**config.mk**
```make
export PLATFORM = sky130hd
export DESIGN_NAME = mul_div_unit
export DESIGN_NICKNAME = d
export VERILOG_FILES = /design/src/rtl/mul_div_pkg.sv /design/src/rtl/mul_div_iter_core.sv /design/src/rtl/mul_div_unit.sv
export SDC_FILE = /design/constraint.sdc
export NUM_CORES = 1
export LEC_CHECK = 0
export ABC_CLOCK_PERIOD_IN_PS = 5300
export BUFFER_PORTS_ARGS = -buffer_cell sky130_fd_sc_hd__buf_4
export CORE_UTILIZATION = 30
export CTS_BUF_LIST = sky130_fd_sc_hd__clkbuf_16
export CTS_CLUSTER_DIAMETER = 200
export DETAILED_ROUTE_END_ITERATION = 10
export PLACE_DENSITY = 0.56
export SLEW_MARGIN = 20
export SYNTH_ARGS = -nofsm -noshare
export SYNTH_HDL_FRONTEND = slang
export SYNTH_SLANG_ARGS = --single-unit
```
**constraint.sdc**
```tcl
create_clock -name clock -period 5.3 [get_ports clock]
set_input_delay 0.265 -clock clock [delete_from_list [all_inputs] [get_ports clock]]
set_output_delay 0.265 -clock clock [all_outputs]
set_load 0.02 [all_outputs]
```
**src/rtl/mul_div_pkg.sv**
```systemverilog
// Shared definitions for the multiply/divide unit.
// Holds the MIPS op encodings, the control state enum, and a
// two's-complement helper used for operand magnitudes and result sign fix-up.
package mul_div_pkg;

    localparam logic [1:0] OP_MULT  = 2'b00;
    localparam logic [1:0] OP_MULTU = 2'b01;
    localparam logic [1:0] OP_DIV   = 2'b10;
    localparam logic [1:0] OP_DIVU  = 2'b11;

    // Widest value the helper handles; callers zero-extend into it and
    // size-cast the result back down.
    localparam int unsigned MAX_WIDTH = 64;

    typedef enum logic [1:0] {
        IDLE,
        PREP,
        CALC,
        FIX
    } state_t;

    // Returns the magnitude of a two's-complement value whose sign is given
    // separately.  The low N bits of the result are correct for any
    // N <= MAX_WIDTH.
    function automatic logic [MAX_WIDTH-1:0] twos_abs(
        input logic [MAX_WIDTH-1:0] value,
        input logic                 is_neg
    );
        twos_abs = is_neg ? (~value + MAX_WIDTH'(1)) : value;
    endfunction

endpackage

```
**src/rtl/mul_div_iter_core.sv**
```systemverilog
// Unsigned iterative datapath shared by multiply and divide.
//   clock, reset_n : clock and synchronous active-low reset
//   load           : start a new operation from op_a/op_b (also runs the first chunk)
//   step_en        : run one further chunk of STEPS_PER_CYCLE iterations
//   div_mode_in    : 1 = restoring divide, 0 = shift-add multiply (sampled on load)
//   op_a, op_b     : unsigned dividend/multiplier and divisor/multiplicand
//   acc_out        : remainder (divide) or product high half (multiply)
//   mq_out         : quotient (divide) or product low half (multiply)
module mul_div_iter_core
    import mul_div_pkg::*;
#(
    parameter int unsigned WIDTH           = 32,
    parameter int unsigned STEPS_PER_CYCLE = 1
) (
    input  logic             clock,
    input  logic             reset_n,
    input  logic             load,
    input  logic             step_en,
    input  logic             div_mode_in,
    input  logic [WIDTH-1:0] op_a,
    input  logic [WIDTH-1:0] op_b,
    output logic [WIDTH-1:0] acc_out,
    output logic [WIDTH-1:0] mq_out
);

    logic [WIDTH-1:0] acc_q, mq_q, b_q;
    logic             mode_q;

    logic [WIDTH-1:0] acc_v, mq_v, b_v;
    logic             mode_v;
    logic [WIDTH:0]   sum_v, sh_v;

    always_comb begin
        acc_v  = load ? '0 : acc_q;
        mq_v   = load ? op_a : mq_q;
        b_v    = load ? op_b : b_q;
        mode_v = load ? div_mode_in : mode_q;
        sum_v  = '0;
        sh_v   = '0;
        for (int unsigned i = 0; i < STEPS_PER_CYCLE; i++) begin
            if (mode_v) begin
                // Restoring divide: partial remainder stays below the divisor,
                // so the shifted value always fits in WIDTH+1 bits.
                sh_v = {acc_v, mq_v[WIDTH-1]};
                mq_v = {mq_v[WIDTH-2:0], 1'b0};
                if (sh_v >= {1'b0, b_v}) begin
                    sh_v    = sh_v - {1'b0, b_v};
                    mq_v[0] = 1'b1;
                end
                acc_v = sh_v[WIDTH-1:0];
            end else begin
                // Shift-add multiply: {acc, mq} shifts right, carry enters acc.
                sum_v = {1'b0, acc_v} + (mq_v[0] ? {1'b0, b_v} : '0);
                mq_v  = {sum_v[0], mq_v[WIDTH-1:1]};
                acc_v = sum_v[WIDTH:1];
            end
        end
    end

    always_ff @(posedge clock) begin
        if (!reset_n) begin
            acc_q  <= '0;
            mq_q   <= '0;
            b_q    <= '0;
            mode_q <= 1'b0;
        end else if (load || step_en) begin
            acc_q <= acc_v;
            mq_q  <= mq_v;
            if (load) begin
                b_q    <= op_b;
                mode_q <= div_mode_in;
            end
        end
    end

    assign acc_out = acc_q;
    assign mq_out  = mq_q;

endmodule

```
**src/rtl/mul_div_unit.sv**
```systemverilog
// Multi-cycle MIPS multiply/divide unit with architectural HI/LO.
//   clock, reset_n        : clock and synchronous active-low reset
//   Start, Op             : launch mult/multu/div/divu (accepted when idle)
//   Operand_a, Operand_b  : rs / rt, sampled with Start
//   Mthi, Mtlo, Write_data: HI/LO writes, honoured only when idle
//   Cancel                : abort an in-flight operation without committing
//   Busy                  : operation in flight (stall request)
//   Done, Divide_zero     : one-cycle commit pulse and divide-by-zero flag
//   Hi, Lo                : architectural HI/LO registers
module mul_div_unit
    import mul_div_pkg::*;
#(
    parameter int unsigned WIDTH           = 32,
    parameter int unsigned STEPS_PER_CYCLE = 1
) (
    input  logic             clock,
    input  logic             reset_n,
    input  logic             Start,
    input  logic [1:0]       Op,
    input  logic [WIDTH-1:0] Operand_a,
    input  logic [WIDTH-1:0] Operand_b,
    input  logic             Mthi,
    input  logic             Mtlo,
    input  logic [WIDTH-1:0] Write_data,
    input  logic             Cancel,
    output logic             Busy,
    output logic             Done,
    output logic             Divide_zero,
    output logic [WIDTH-1:0] Hi,
    output logic [WIDTH-1:0] Lo
);

    localparam int unsigned CHUNKS = WIDTH / STEPS_PER_CYCLE;
    localparam int unsigned CNT_W  = $clog2(CHUNKS + 1);
    localparam int unsigned PW     = 2 * WIDTH;

    state_t state_q, state_d;

    logic [1:0]       op_q;
    logic [WIDTH-1:0] a_q, b_q, hi_q, lo_q;
    logic             res_neg_q, rem_neg_q;
    logic [CNT_W-1:0] count_q;
    logic             done_q, dz_q;

    logic             core_load, core_step;
    logic [WIDTH-1:0] core_acc, core_mq;

    logic             is_div, a_neg, b_neg, div_by_zero;
    logic [WIDTH-1:0] abs_a, abs_b;
    logic [PW-1:0]    prod_fix;
    logic [WIDTH-1:0] quot_fix, rem_fix;

    assign is_div      = op_q[1];
    assign a_neg       = ~op_q[0] & a_q[WIDTH-1];
    assign b_neg       = ~op_q[0] & b_q[WIDTH-1];
    assign div_by_zero = is_div && (b_q == '0);

    assign abs_a = WIDTH'(twos_abs(MAX_WIDTH'(a_q), a_neg));
    assign abs_b = WIDTH'(twos_abs(MAX_WIDTH'(b_q), b_neg));

    assign prod_fix = PW'(twos_abs(MAX_WIDTH'({core_acc, core_mq}), res_neg_q));
    assign quot_fix = WIDTH'(twos_abs(MAX_WIDTH'(core_mq), res_neg_q));
    assign rem_fix  = WIDTH'(twos_abs(MAX_WIDTH'(core_acc), rem_neg_q));

    mul_div_iter_core #(
        .WIDTH           (WIDTH),
        .STEPS_PER_CYCLE (STEPS_PER_CYCLE)
    ) u_core (
        .clock       (clock),
        .reset_n     (reset_n),
        .load        (core_load),
        .step_en     (core_step),
        .div_mode_in (is_div),
        .op_a        (abs_a),
        .op_b        (abs_b),
        .acc_out     (core_acc),
        .mq_out      (core_mq)
    );

    always_ff @(posedge clock) begin
        if (!reset_n) begin
            state_q <= IDLE;
        end else begin
            state_q <= state_d;
        end
    end

    // PREP already runs the first chunk while loading the core, so CALC
    // only needs CHUNKS-1 cycles and Start-to-Done stays at CHUNKS+2.
    always_comb begin
        state_d   = state_q;
        core_load = 1'b0;
        core_step = 1'b0;
        case (state_q)
            IDLE: begin
                if (Start && !Cancel) begin
                    state_d = PREP;
                end
            end
            PREP: begin
                if (Cancel || div_by_zero) begin
                    state_d = IDLE;
                end else begin
                    core_load = 1'b1;
                    state_d   = (CHUNKS == 1) ? FIX : CALC;
                end
            end
            CALC: begin
                if (Cancel) begin
                    state_d = IDLE;
                end else begin
                    core_step = 1'b1;
                    if (count_q == CNT_W'(1)) begin
                        state_d = FIX;
                    end
                end
            end
            FIX: begin
                state_d = IDLE;
            end
            default: begin
                state_d = IDLE;
            end
        endcase
    end

    always_ff @(posedge clock) begin
        if (!reset_n) begin
            op_q      <= '0;
            a_q       <= '0;
            b_q       <= '0;
            hi_q      <= '0;
            lo_q      <= '0;
            res_neg_q <= 1'b0;
            rem_neg_q <= 1'b0;
            count_q   <= '0;
            done_q    <= 1'b0;
            dz_q      <= 1'b0;
        end else begin
            done_q <= ((state_q == FIX) && !Cancel) ||
                      ((state_q == PREP) && !Cancel && div_by_zero);
            dz_q   <= (state_q == PREP) && !Cancel && div_by_zero;
            case (state_q)
                IDLE: begin
                    if (Mthi) begin
                        hi_q <= Write_data;
                    end
                    if (Mtlo) begin
                        lo_q <= Write_data;
                    end
                    if (Start && !Cancel) begin
                        op_q <= Op;
                        a_q  <= Operand_a;
                        b_q  <= Operand_b;
                    end
                end
                PREP: begin
                    res_neg_q <= a_neg ^ b_neg;
                    rem_neg_q <= a_neg;
                    count_q   <= CNT_W'(CHUNKS - 1);
                end
                CALC: begin
                    count_q <= count_q - CNT_W'(1);
                end
                FIX: begin
                    if (!Cancel) begin
                        if (is_div) begin
                            lo_q <= quot_fix;
                            hi_q <= rem_fix;
                        end else begin
                            {hi_q, lo_q} <= prod_fix;
                        end
                    end
                end
                default: begin
                end
            endcase
        end
    end

    assign Busy        = (state_q != IDLE);
    assign Done        = done_q;
    assign Divide_zero = dz_q;
    assign Hi          = hi_q;
    assign Lo          = lo_q;

endmodule

```
Yosys cells after proc, flatten, opt, wreduce, memory -nomap -nowiden
Cells that the tools add are included.
{"block": "totals", "reg_bits": 239, "input_bits": 104, "out_inout_bits": 67, "wordCells": 92}
{"block": "classes", "add_sub_neg": 8, "magnitude_cmp": 1, "n_eq_ne": 9, "mux": 32, "n_bitwise": 9, "reduce_logical": 18}
{"operator": "two-way mux 32 bit", "count": 17}
{"operator": "adder 32 x 1 -> 32 bit, second input constant", "count": 4}
{"operator": "NOT 32 bit", "count": 4}
{"operator": "case mux 32 bit (2 select lines)", "count": 2}
{"operator": "adder 64 x 1 -> 64 bit, second input constant", "count": 1}
{"operator": "two-way mux 64 bit", "count": 1}
{"operator": "NOT 64 bit", "count": 1}
{"operator": "adder 32 x 32 -> 33 bit", "count": 1}
{"operator": "greater-or-equal comparator 33 x 32 -> 1 bit", "count": 1}
{"operator": "logical NOT 32 bit", "count": 1}
{"operator": "subtractor 32 bit", "count": 1}
{"operator": "case mux 6 bit (2 select lines)", "count": 1}
{"operator": "two-way mux 2 bit", "count": 4}
{"operator": "!= test 2 bit, second input constant", "count": 4}
{"operator": "case mux 2 bit (4 select lines)", "count": 1}
{"operator": "equality test 6 x 1 -> 1 bit, second input constant", "count": 1}
{"operator": "two-way mux 1 bit", "count": 6}
{"operator": "AND reduction 3 bit", "count": 2}
{"operator": "nonzero test 2 bit", "count": 3}
{"operator": "subtractor 6 x 1 -> 6 bit, second input constant", "count": 1}
{"operator": "logical AND 1 bit", "count": 5}
{"operator": "equality test 2 bit, second input constant", "count": 2}
{"operator": "AND reduction 2 bit", "count": 2}
{"operator": "logical OR 1 bit", "count": 3}
{"operator": "7 further kinds", "count": 8}

Longest topological paths before layout
{"block": "logic_depth", "depth_word": 9, "ltp_mapped": 27, "mapped_depth_nobuf": 23}

Hierarchy
A second synthesis with hierarchy kept.
{"block": "hier_totals", "cells_unflattened": 2381, "area_unflattened_um2": 17850.9}
{"module": "mul_div_unit", "instances": 1, "cells_per_inst": 1217, "area_per_inst_um2": 9041.2, "seq_area_each_um2": 2842.7}
{"module": "mul_div_iter_core", "instances": 1, "cells_per_inst": 1164, "area_per_inst_um2": 8809.7, "seq_area_each_um2": 1941.9}

Worst setup path before layout
Ideal clock, no wire load.
{"block": "synth_path", "path_type": "reg-to-reg", "startpoint": "reg b_q[27]", "endpoint": "reg u_core.acc_q[0], in the netlist u_core.acc_out[0]", "setup_time_ns": 0.128, "t_arrival_ns": 5.439, "required_ns": 5.172, "slack_ns": -0.266, "path_stages_with_launch": 23, "n_path_buf": 8, "synth_period_minus_slack_ns": 5.566, "cell_sequence": "dfxtp_1 > nor4_4 > nand4b_2 > o41ai_4 > buf_2 > clkbuf_1 > clkbuf_1 > clkbuf_1 > buf_1 > a21oi_1 > ha_1 > clkbuf_1 > nand4_1 > or3_1 > or3_1 > a2111oi_0 > nor3_1 > o31ai_4 > buf_6 > buf_8 > mux2i_1 > a222oi_1 > nor2_1"}
{"block": "synth_via", "elab_chain_cells": 9, "word_cells_on_any_way": 19, "cone_classes": "3 x add/sub; 1 x order compare; 10 x mux; 1 x bitwise; 4 x reduce/logical"}
{"element": "from (decl)", "line": "mul_div_unit.sv:40", "rtl": "logic [WIDTH-1:0] a_q, b_q, hi_q, lo_q;"}
{"element": "from (signal assigned)", "line": "mul_div_unit.sv:154", "rtl": "b_q <= Operand_b;"}
{"element": "branches (longest 9 deep; another with greater-or-equal comparator 33 x 32 -> 1 bit)"}
{"element": "to (signal assigned)", "line": "mul_div_iter_core.sv:67", "rtl": "acc_q <= acc_v;"}
{"element": "to (decl)", "line": "mul_div_iter_core.sv:26", "rtl": "logic [WIDTH-1:0] acc_q, mq_q, b_q;"}
Parallel ways; which one is timed is not known.
A chain may end at the register's enable or synchronous reset.

Worst setup path in the final report
{"block": "layout_path", "startpoint": "reg b_q[27]", "endpoint": "reg u_core.acc_q[16], in the netlist u_core.acc_out[16]"}
The elaborated chain is that of the path after synthesis.

==> impl_summary.md <==
STA
Hold is met by between 0.02 and 0.03 ns. Setup repair after global routing left no endpoint under its margin. On the final layout, the worst clock skew is about 0.031 ns. Static timing analysis puts the maximum clock frequency at about 200 MHz.

Setup violations remaining at the end of the flow were counted as 0. Dividing the final minimum period by the clock period gives 0.939. Measured against its own limit, the worst slew margin works out to 0.288. The transition at the pin with the smallest max-transition slack is ~1.1 ns. In the final timing run, aggregate negative setup slack is 0 ns. The count of final hold-check violations is 0. The worst path needs 4.97 ns of the cycle, external delays included. The max-slew violation count is 0.

Yosys
Of all cell types, the one taking the most synthesized area is sky130_fd_sc_hd__dfxtp_1. By count the netlist is led by 343 x sky130_fd_sc_hd__nor2_1, 301 x sky130_fd_sc_hd__a21oi_1, 281 x sky130_fd_sc_hd__nand2_1, 239 x sky130_fd_sc_hd__dfxtp_1, 139 x sky130_fd_sc_hd__clkbuf_1. The mean instance size in the synthesized netlist is roughly 7.2 µm².

The share of the Yosys chip area taken by registers is 0.279. The Yosys step of the flow raised 0 warnings. By area the synthesized netlist is led by sky130_fd_sc_hd__dfxtp_1 28%, sky130_fd_sc_hd__a21oi_1 8.8%, sky130_fd_sc_hd__nor2_1 7.5%, sky130_fd_sc_hd__nand2_1 6.2%, sky130_fd_sc_hd__ha_1 5.2%. The number of different library cells used by synthesis comes to just under 90. The mapped cell area is roughly 17,000 µm². The net count after synthesis is approximately 2,500.

The most common cell in the netlist is sky130_fd_sc_hd__nor2_1. The synthesized design contains between 200 and 250 register bits. The post-synthesis cell count is about 2,400. The share of flip-flops with an asynchronous set or reset after synthesis is 0. The area share of the largest cell type after synthesis is 0.279. Yosys mapped a number of flops with a built-in enable equal to 0. The most used flip-flop cell after synthesis is sky130_fd_sc_hd__dfxtp_1.

Min path
The path class of the lowest-slack min-delay path is in -> reg.

Final layout
The area growth from synthesis to layout is 26.2%. Fill cells in the final layout number between 5,000 and 6,000. The finished cells cover roughly 22,000 µm². The share of final-layout standard cells stronger than drive strength 1 is 0.159.

The final layout contains between 2,000 and 3,000 nets. For this run, the share of the core covered by cells in the final layout is 0.383.

Worst setup path
For the worst setup path, the data arrival time is between 5 and 6 ns. The buffer and inverter count on the worst path is 5. The largest single stage delay on the critical path is 0.40 ns. The cell family contributing the most delay on the critical path is compound AO/OA/AOI/OAI gates. The worst setup path is captured at a flop.

At the worst endpoint, the required time is about 5.8 ns. The worst-path cell with the longest stage delay is sky130_fd_sc_hd__dfxtp_1. STA classifies the critical path startpoint as a flop. The largest fanout on the critical path is 25.

The most used cell along the critical path is sky130_fd_sc_hd__a21o_1. The startpoint-to-endpoint class of the critical path is reg -> reg. Walking the worst path, the cells encountered are nor4_4, nand4b_2, o41ai_4, buf_4, buf_12, buf_6, and2_1, ha_1, a21o_1, a21o_1, a21o_1, a221oi_1, o221ai_1, nor3_2, o31ai_4, buf_12, buf_4, and2_1, a221oi_1, o22ai_1.

GRT
The first-pass GRT wire length is approximately 100 mm. The overflow left after global routing is 0. The number of global-route vias before repair came to approximately 17,000. The number of antenna violations at the first check in global routing was 2. For this run, the total global-route usage over all layers was measured as 0.220. Entering global routing, the biggest net connects 98 pins.

Detailed routing
The via count is between 15,000 and 20,000. In the routed layout, each cell is associated on average with a via count of 5.40. The DRC violation count after routing is 0. Dividing the detail-routed wire length by the instance count gives a little under 20 µm. The count of nets left with antenna violations once routing finished came out at 0. The count of TritonRoute iterations in the first routing pass is 8.

The aggregate routed wire length is about 66 mm. After the first detailed-routing iteration, the DRC count stood at approximately 1,800.

Placed design
The half-perimeter wire length after placement is between 50 and 60 mm. At the end of routability-driven placement, the weighted congestion stood at ~0.96. Port buffering added 170 buffers. The area of placed instances is 19,800 µm².

Clock tree
The number of H-tree levels is 1. Clock tree synthesis selected as its root buffer the cell sky130_fd_sc_hd__clkbuf_16. TritonCTS built the clock tree.

Clock latency on the worst-skew pair, taken at its later pin, is approximately 0.6 ns. Counting every sink on the clock net gives between 200 and 250. Clock-pin slew was measured on the worst setup and hold paths at about 0.06 ns.

TritonCTS created 30 clock buffers. No sink is reached through more buffers than the 3 on the longest clock path.

Floorplanning
The number of primary I/O pins is between 150 and 200. The floorplan step set the die height to approximately 240 µm. For this configuration, the core starts out at a cell density of 0.304. From left edge to right edge, the die measures about 240 µm. The die covers approximately 58,000 µm². The region available for standard cell placement spans 56,400 µm². The number of cell rows is 87.

Pwr
The analysis attributes to cell leakage a power of just under 9 nW. The maximum vdd ir drop is between 0.0002 and 0.00025 V. The areal power density over the cells is approximately 320 nW/µm².

Status
The run finished with clean final reports.

Run
The tool flagged a number of max-cap violations equal to 0.
## cells by family (layout without fill, tap and decap cells)
| logic type | Yosys count | count (layout) | synth area share |
|---|---|---|---|
| AO/OA/AOI/OAI | 753 | 753 | 0.276 |
| XOR/XNOR | 165 | 165 | 0.0844 |
| adder cells (fa/ha/maj) | 72 | 72 | 0.0531 |
| buffers and inverters | 205 | 470 | 0.0463 |
| flip-flops | 239 | 239 | 0.279 |
| multiplexers | 41 | 42 | 0.0243 |
| other | 0 | 1 | 0 |
| AND/OR/NAND/NOR | 896 | 896 | 0.237 |
## sequential cells by signal, summed over array words and instances (netlist names)
signal,flops
Lo,32
Hi,32
rem_neg_q,1
a_q,32
Divide_zero,1
u_core.b_q,32
Done,1
b_q,32
u_core.acc_out,32
op_q,2
res_neg_q,1
state_q,2
u_core.mode_q,1
u_core.mq_out,32
count_q,6
## where the power goes
| group | internal, W | switching, W |
|---|---|---|
| sequential | 0.00195 | 0.000179 |
| combinational | 0.00113 | 0.00168 |
| clock | 0.00122 | 0.000866 |
| total | 0.00430 | 0.00272 |
## path summary, 6_finish.rpt
kind | from | end | slack (ns) | cells past startpoint
setup / recovery | b_q[27] | u_core.acc_out[16] | 0.33 | 20
hold / removal | Write_data[27] | Hi[27] | 0.03 | 3
setup reg to reg | b_q[27] | u_core.acc_out[16] | 0.33 | 20
hold reg to reg | Hi[25] | Hi[25] | 0.48 | 2
## placed cells by master (no fill, tap or decap), types with 66 or more instances in the layout
cell type	count
sky130_fd_sc_hd__nand2_1	280
sky130_fd_sc_hd__ha_1	70
sky130_fd_sc_hd__o21ai_0	134
sky130_fd_sc_hd__a21oi_1	296
sky130_fd_sc_hd__dfxtp_1	239
sky130_fd_sc_hd__xnor2_1	80
sky130_fd_sc_hd__nor2_1	341
sky130_fd_sc_hd__buf_4	302
sky130_fd_sc_hd__xor2_1	85
sky130_fd_sc_hd__a211oi_1	82
sky130_fd_sc_hd__dlygate4sd3_1	66
## tightest hold or removal path, cell delays in order
cell and delay (ns):
sky130_fd_sc_hd__buf_4 0.11, sky130_fd_sc_hd__mux2i_1 0.12, sky130_fd_sc_hd__a211oi_1 0.08
## what timing repair did
item / 4_1_cts / 5_1_grt
hold buffers: 66 / 0
resized for setup: 0 / 26
endpoints found under the setup margin: 0 / 31
setup buffers: 0 / 3
hold endpoints to repair: 67 / 0
## layer usage
metal	global-route usage	up-vias	share of wire
li1	-	8934	-
met1	0.337	8597	0.49
met2	0.324	723	0.42
met3	0.0295	68	0.079
met4	0.0393	2	0.016
met5	0	-	0.00020
## stage by stage
stage	worst slack, ns	instances	power [W]
final	0.325	3394	0.00702
after global routing	0.00132	3393	0.00736
after CTS	0.0606	3389	0.00694
after detailed placement	0.0696	3267	0.00481
after global placement	0.0554	3267	0.00478
after floorplan	0.0195	2371	0.00387
## cell type report
class | instances | area (µm²) | area share
clock buffer | 30 | 751 | 0.0347
tap | 756 | 946 | 0.0438
inverter | 40 | 155 | 0.00718
antenna | 1 | 2.50 | 0.000116
multi-input combinational | 1928 | 11700 | 0.542
timing repair buffer | 374 | 3020 | 0.140
clock inverter | 26 | 238 | 0.0110
sequential | 239 | 4780 | 0.221
Note: power is estimated with default switching activity, not from simulation.
